<file path="config.mk">
export PLATFORM = sky130hd
export DESIGN_NAME = serial_eq_cmp
export DESIGN_NICKNAME = d
export VERILOG_FILES = /design/src/rtl/serial_eq_cmp.sv
export SDC_FILE = /design/constraint.sdc
export NUM_CORES = 1
export LEC_CHECK = 0
export CORE_MARGIN = 1
export CORE_UTILIZATION = 35
export DETAILED_ROUTE_END_ITERATION = 8
export DONT_BUFFER_PORTS = 1
export GPL_TIMING_DRIVEN = 0
export SETUP_SLACK_MARGIN = 0.1
export SYNTH_ARGS = -nofsm -noshare
export SYNTH_HDL_FRONTEND = slang
export SYNTH_SLANG_ARGS = --single-unit
</file>
<file path="constraint.sdc">
create_clock -name clk -period 1.3 [get_ports clk]
set_clock_uncertainty 0.15 [all_clocks]
set_input_delay 0.195 -clock clk [delete_from_list [all_inputs] [get_ports clk]]
set_output_delay 0.195 -clock clk [all_outputs]
set_load 0.02 [all_outputs]
</file>
<file path="src/rtl/serial_eq_cmp.sv">
// serial_eq_cmp -- bit-serial unsigned word comparator.
//
// Takes two WIDTH-bit operands one bit pair per accepted cycle, MSB first,
// and reports eq/gt/lt with a one-cycle done strobe when the word completes.
// The first differing bit pair decides the result. Later pairs are still
// consumed, so the word length stays fixed, but they cannot change the result.
//
// Ports
//   clk       clock, all state updates on the rising edge
//   reset_n   synchronous active-low reset
//   start     begin a new compare (honoured in IDLE or DONE only)
//   abort     cancel a compare in progress (RUN only), no done
//   in_valid  b1/b2 carry a valid bit pair this cycle
//   b1, b2    current bit of operand A / operand B
//   busy      high while a compare is in progress
//   done      one-cycle pulse, eq/gt/lt valid
//   eq/gt/lt  registered compare result, held until the next start/reset
module serial_eq_cmp #(
  parameter int WIDTH = 8
) (
  input  logic clk,
  input  logic reset_n,
  input  logic start,
  input  logic abort,
  input  logic in_valid,
  input  logic b1,
  input  logic b2,
  output logic busy,
  output logic done,
  output logic eq,
  output logic gt,
  output logic lt
);

  localparam int CW = $clog2(WIDTH) + 1;
  // Count value held before the WIDTH-th pair is accepted.
  localparam logic [CW-1:0] LAST_CNT = CW'(WIDTH - 1);

  typedef enum logic [1:0] {
    IDLE = 2'd0,
    RUN  = 2'd1,
    DONE = 2'd2
  } state_e;

  state_e          state_q;
  logic [CW-1:0]   bit_cnt_q;
  logic            decided_q;
  logic            gt_acc_q;
  logic            lt_acc_q;
  logic            busy_q;
  logic            done_q;
  logic            eq_q;
  logic            gt_q;
  logic            lt_q;

  // Accumulator update for the pair on the inputs. It is only used when
  // the pair is accepted. Once decided, the bit terms are masked off.
  logic gt_bit, lt_bit, gt_d, lt_d, last_pair;

  assign gt_bit    = ~decided_q & b1 & ~b2;
  assign lt_bit    = ~decided_q & ~b1 & b2;
  assign gt_d      = gt_acc_q | gt_bit;
  assign lt_d      = lt_acc_q | lt_bit;
  assign last_pair = (bit_cnt_q == LAST_CNT);

  always_ff @(posedge clk) begin
    if (!reset_n) begin
      state_q   <= IDLE;
      bit_cnt_q <= '0;
      decided_q <= 1'b0;
      gt_acc_q  <= 1'b0;
      lt_acc_q  <= 1'b0;
      busy_q    <= 1'b0;
      done_q    <= 1'b0;
      eq_q      <= 1'b0;
      gt_q      <= 1'b0;
      lt_q      <= 1'b0;
    end else begin
      case (state_q)
        IDLE: begin
          done_q <= 1'b0;
          // A pair presented in the start cycle is not accepted.
          if (start) begin
            state_q   <= RUN;
            busy_q    <= 1'b1;
            bit_cnt_q <= '0;
            decided_q <= 1'b0;
            gt_acc_q  <= 1'b0;
            lt_acc_q  <= 1'b0;
            eq_q      <= 1'b0;
            gt_q      <= 1'b0;
            lt_q      <= 1'b0;
          end
        end

        RUN: begin
          // abort takes priority over a pair arriving in the same cycle.
          // Results were cleared at start, so they are left at 0.
          if (abort) begin
            state_q <= IDLE;
            busy_q  <= 1'b0;
          end else if (in_valid) begin
            bit_cnt_q <= bit_cnt_q + 1'b1;
            gt_acc_q  <= gt_d;
            lt_acc_q  <= lt_d;
            decided_q <= decided_q | gt_bit | lt_bit;
            if (last_pair) begin
              // The final pair is folded into the published result.
              state_q <= DONE;
              busy_q  <= 1'b0;
              done_q  <= 1'b1;
              gt_q    <= gt_d;
              lt_q    <= lt_d;
              eq_q    <= ~(gt_d | lt_d);
            end
          end
        end

        DONE: begin
          done_q <= 1'b0;
          // A start here allows back-to-back compares with no idle cycle.
          if (start) begin
            state_q   <= RUN;
            busy_q    <= 1'b1;
            bit_cnt_q <= '0;
            decided_q <= 1'b0;
            gt_acc_q  <= 1'b0;
            lt_acc_q  <= 1'b0;
            eq_q      <= 1'b0;
            gt_q      <= 1'b0;
            lt_q      <= 1'b0;
          end else begin
            state_q <= IDLE;
          end
        end

        default: begin
          state_q <= IDLE;
          busy_q  <= 1'b0;
          done_q  <= 1'b0;
        end
      endcase
    end
  end

  assign busy = busy_q;
  assign done = done_q;
  assign eq   = eq_q;
  assign gt   = gt_q;
  assign lt   = lt_q;

endmodule

</file>
* Word-level counts from Yosys, hierarchy flattened *
Cells that the tools add are included.

storage, ports and cells
  word-level logic and storage cells = 81
  register bits after elaboration = 14
  output and inout port bits = 5
  input bits = 7

cells by class
  multiplexer cells = 37
  reductions and logical operators = 9
  bitwise operators = 14
  eq/ne operators = 10
  add/sub/neg operators = 1

operator list
  operator             number
  $mux 1               21
  $pmux 1 s2           7
  $mux 4               3
  $reduce_and 3->1     3
  $mux 2               4
  $ne 2x2->1 const B   4
  $pmux 4 s2           1
  $ne 3x3->1 const B   2
  $pmux 2 s3           1
  $not 1->1            5
  $or 1x1->1           5
  $reduce_and 5->1     1
  $add 4x1->4 const B  1
  $and 1x1->1          4
  $eq 4x3->1 const B   1
  $reduce_and 4->1     1
  $eq 2x1->1 const B   1
  $eq 2x2->1 const B   1
  $logic_not 2->1      1
  $ne 2x1->1 const B   1
  $reduce_and 2->1     1
  $reduce_bool 2->1    1
  $reduce_or 2->1      1

* Longest topological paths before layout *
  depth in word-level cells = 10
  mapped depth = 5
  depth with buffers taken out = 4

* Worst setup path before layout *
No wires, ideal clock.

  kind = register -> register
  from = reg bit_cnt_q[0]
  to = reg busy_q (netlist: busy)
  clock period less this slack = 1.447 ns
  setup time = 0.103 ns
  data required time = 1.047 ns
  cell stages (with the launch flop) = 5
  slack = -0.147 ns
  path buffers = 0
  arrival time = 1.194 ns
  cell sequence = dfxtp_1 > ha_1 > nand4b_1 > and3b_1 > a2111oi_2

between the ends
  cells in the longest elaborated chain, start to end = 3

RTL lines
  item                               line  source
  start: declaration                 46    logic [CW-1:0] bit_cnt_q;
  start signal: assignment           103   bit_cnt_q <= bit_cnt_q + 1'b1;
  $eq 4x3->1                         64    assign last_pair = (bit_cnt_q == LAST_CNT);
  $ne 3x3->1 (no source line)        --
  $reduce_and 3->1 (no source line)  --
  end signal: assignment             73    busy_q <= 1'b0;
  end signal: assignment             85    busy_q <= 1'b1;
  end signal: assignment             101   busy_q <= 1'b0;
  end: declaration                   50    logic busy_q;

No other way between the ends.
A chain may end at the register's enable or synchronous reset.

* Worst setup path after layout *
  from = reg state_q[0]
  to = reg busy_q (netlist: busy)

between the ends
  cells in the longest elaborated chain, start to end = 4
  elaborated cells between the ends (all ways) = 9
  classes of those cells = eq/ne: 5; mux: 1; reduce/logical: 3

RTL lines
  item                                           line  source
  start: declaration                             45    state_e state_q;
  start signal: assignment                       68    state_q <= IDLE;
  start signal: assignment                       84    state_q <= RUN;
  start signal: assignment                       100   state_q <= IDLE;
  $eq 2x2->1 or $logic_not 2->1 (tied branches)  79    case (state_q)
  $reduce_or 2->1 (no source line)               --
  $ne 2x1->1 (no source line)                    --
  $reduce_and 3->1 (no source line)              --

Parallel ways exist; a longest one is shown, timed or not.

==> summary.txt <==
Global routing
  • Total gr overflow: 0
  • Vias in the first global route: roughly 630
  • First-pass GRT wire length: 2573 um
  • Largest net degree at the start of global routing: 11
  • Initial antenna violation count: 0
  • Global Route Usage Sum: 17.57%

Die
  • Core area: 1783 sq um
  • Row count: 15
  • Die Area: 2151 sq um
  • Initial Util: 38.67%
  • IO Count: 12
  • Chip Width: around 46 um
  • Chip height: 46.38 um

Cells and area
  • Design Area, Final: 974.7 sq um
  • # nets final: 99
  • Antenna diodes: 0
  • Area Overhead vs Synth: 41.38%
  • Share of cells above drive strength 1: 41.11%
  • Post-layout util: 54.67%

STA
  • RSZ-0062 raised after global routing: true
  • Clock period minus worst slack: around 1.4 ns
  • Final worst slack: -0.06068 ns
  • Fmax: 734.9 MHz
  • Slew @ Worst Pin: 0.4388 ns
  • Final worst path period share: 104.7%
  • Pins over their slew limit: 0
  • # setup viols final: 5
  • Final Hold Fails: 2
  • Setup tns final: -0.2201 ns
  • Final hold slack: -0.06218 ns
  • Max-slew headroom: 70.75%

Logic synthesis
  • Synthesis Warnings: 0
  • Sequential area share after synthesis: 40.65%
  • Area of the mapped netlist: ~690 sq um
  • Post-synth cell types: 29
  • Post-Syn Nets: about 80
  • Yosys reg bits: 14
  • Synth async-reset ratio: 0%
  • EDFF count, synth: 0
  • Most used DFF post-synth: dfxtp_1
  • Mean post-synth cell area: 9.444 sq um
  • Synth Instances: 73

Setup path
  • R2R Path Start: state_q[0]
  • Critical path class: register to register
  • Arrival @ worst endpoint: 1.41 ns
  • R2R setup slack: -0.06 ns
  • Buf+Inv Stages, Crit Path: 2
  • CP delay by family, top: flip-flops
  • Crit Reg-Reg Endpoint: busy
  • CP max-delay cell: dfxtp_2
  • CP startpoint: state_q[0]
  • Largest stage delay on the critical path: roughly 0.33 ns
  • Crit-path max FO: 5
  • CP Capture Type: register
  • CP Data Required Time: 1.34 ns
  • Worst r2r path cells: 5
  • Worst Setup Start Kind: register
  • CP cell instances: buf_6 -> nor3b_4 -> buf_4 -> and3b_1 -> a2111oi_2

Min path
  • Min-Delay Path Depth: 3
  • Min-Delay Path Class: input pin to register
  • Hold_sp: abort
  • Worst Hold Path EP: state_q[0]

Clock tree
  • CTS hold repair buffers: 2
  • CTS buffer count: 3
  • TritonCTS clock tree: done
  • Clock buffer depth: 2
  • Clock tree sinks: 14
  • Clock slew at reported path FFs: 0.09 ns
  • Htree depth: 1
  • CTS root buffer: clkbuf_4
  • Worst-skew pair later-pin latency: 0.29 ns

Power and ir drop
  • Leak: between 0.3 and 0.4 nW
  • Maximum VDD drop: 477.4 uV
  • Power per cell area: roughly 940 nW/um^2
  • Final Total Pwr: 921.0 uW

Placement
  • Placed cell areas: 754.5 sq um
  • Routability cong.: 0.7056
  • Detail Placement HPWL: between 1000 and 1500 um
  • # port buffers: 0

Route
  • # DRC: 0
  • Initial DRC count: 15
  • Total wire length: 1740 um
  • Vias: 637
  • Routed Antenna Nets: 0
  • Via density per instance: 5.539
  • Routed len/inst: 15.13 um
  • Number of detailed-route iterations in the first pass: 4

Flow run
  • Max Cap Violations: 0

Run status
  • Violated checks: negative hold slack, negative setup slack
  • Status: finished, violations left
==> routing by layer <==
| layer | up-vias | GRT usage (%) | part of all wire (%) |
|---|---|---|---|
| met5 | - | 0 | 0 |
| met4 | 0 | 10.00 | 1.8 |
| met3 | 5 | 3.529 | 4.7 |
| met2 | 24 | 26.39 | 48 |
| met1 | 306 | 23.04 | 46 |
| li1 | 302 | - | - |
==> how the worst max path moves through the flow <==
stage	endpoint	slack [ns]	depth (start not counted)
finish	busy	-0.06	5
global placement	busy	-0.10	4
floorplan	busy	-0.001	4
detailed placement	busy	-0.13	4
global route	busy	-0.12	5
CTS	busy	-0.07	5
==> kinds of logic after synthesis <==
logic type	Yosys count	synth area share (%)
fa+ha+maj	1	1.815
simple gates	28	24.86
compound gates	16	18.15
buf+inv	8	5.988
flops	14	40.65
xor+xnor	1	1.271
mux	5	7.260
==> final cells by class <==
| class | instances | area [sq um] |
|---|---|---|
| sequential | 14 | 287.8 |
| clock buffer | 4 | 36.28 |
| timing repair buffer | 13 | 131.4 |
| tap | 25 | 31.28 |
| buffer | 5 | 46.29 |
| fill | 162 | 808.3 |
| inverter | 3 | 11.26 |
| multi-input combinational | 51 | 430.4 |
==> placed cells by master (no fill, tap or decap), types with 2 or more instances in the layout <==
cell            n
a21oi_2         3
buf_6           5
nor3b_1         2
nor2_1          3
inv_1           3
buf_4           7
o211ai_1        2
nand2_1         6
dfxtp_2         3
dfxtp_1        10
clkbuf_4        3
mux2i_1         5
nand3b_1        4
nand3_1         5
dlygate4sd3_1   2
==> worst min-delay path: stages <==
cell and delay, ns:
nor3b_4 0.03, nand2_2 0.06, a21oi_1 0.06
==> synthesized netlist by cell type, types with 2 or more instances <==
master | n | area, sq um
nor2_1 | 4 | 15.01
o22ai_1 | 2 | 12.51
a21oi_1 | 4 | 20.02
o2111ai_1 | 2 | 17.52
dfxtp_1 | 14 | 280.3
inv_1 | 3 | 11.26
nor3b_1 | 2 | 15.01
buf_2 | 3 | 15.01
nand2_1 | 7 | 26.28
nand3_1 | 5 | 25.02
nand3b_1 | 4 | 30.03
mux2i_1 | 5 | 50.05
o211ai_1 | 2 | 15.01
==> metrics by stage <==
step,worst slack (ns),std cells,hold slack (ns)
2_1_floorplan,-0.001023,73,0.1974
3_3_place_gp,-0.1000,98,0.2075
3_5_place_dp,-0.1342,98,0.2132
4_1_cts,-0.06774,113,-0.07029
5_1_grt,-0.1240,115,-0.07787
6_report,-0.06068,115,-0.06218
==> repair_timing <==
action,CTS,global route
endpoints found under the setup margin,11,14
setup buffers,9,1
cloned,0,1
pin swaps,3,4
resized for setup,10,7
hold endpoints to repair,4,2
==> flip-flops by register name, indices dropped and copies added, names as in the netlist <==
register / flops
gt_acc_q: 1
state_q: 2
gt: 1
busy: 1
lt: 1
lt_acc_q: 1
bit_cnt_q: 4
done: 1
eq: 1
decided_q: 1
==> where the power goes <==
part / total [mW] / internal (mW) / switching (mW)
Clock: 0.326 / 0.171 / 0.155
Combinational: 0.146 / 0.0795 / 0.0668
Sequential: 0.449 / 0.436 / 0.0126
(Power assumes the default switching activity.)
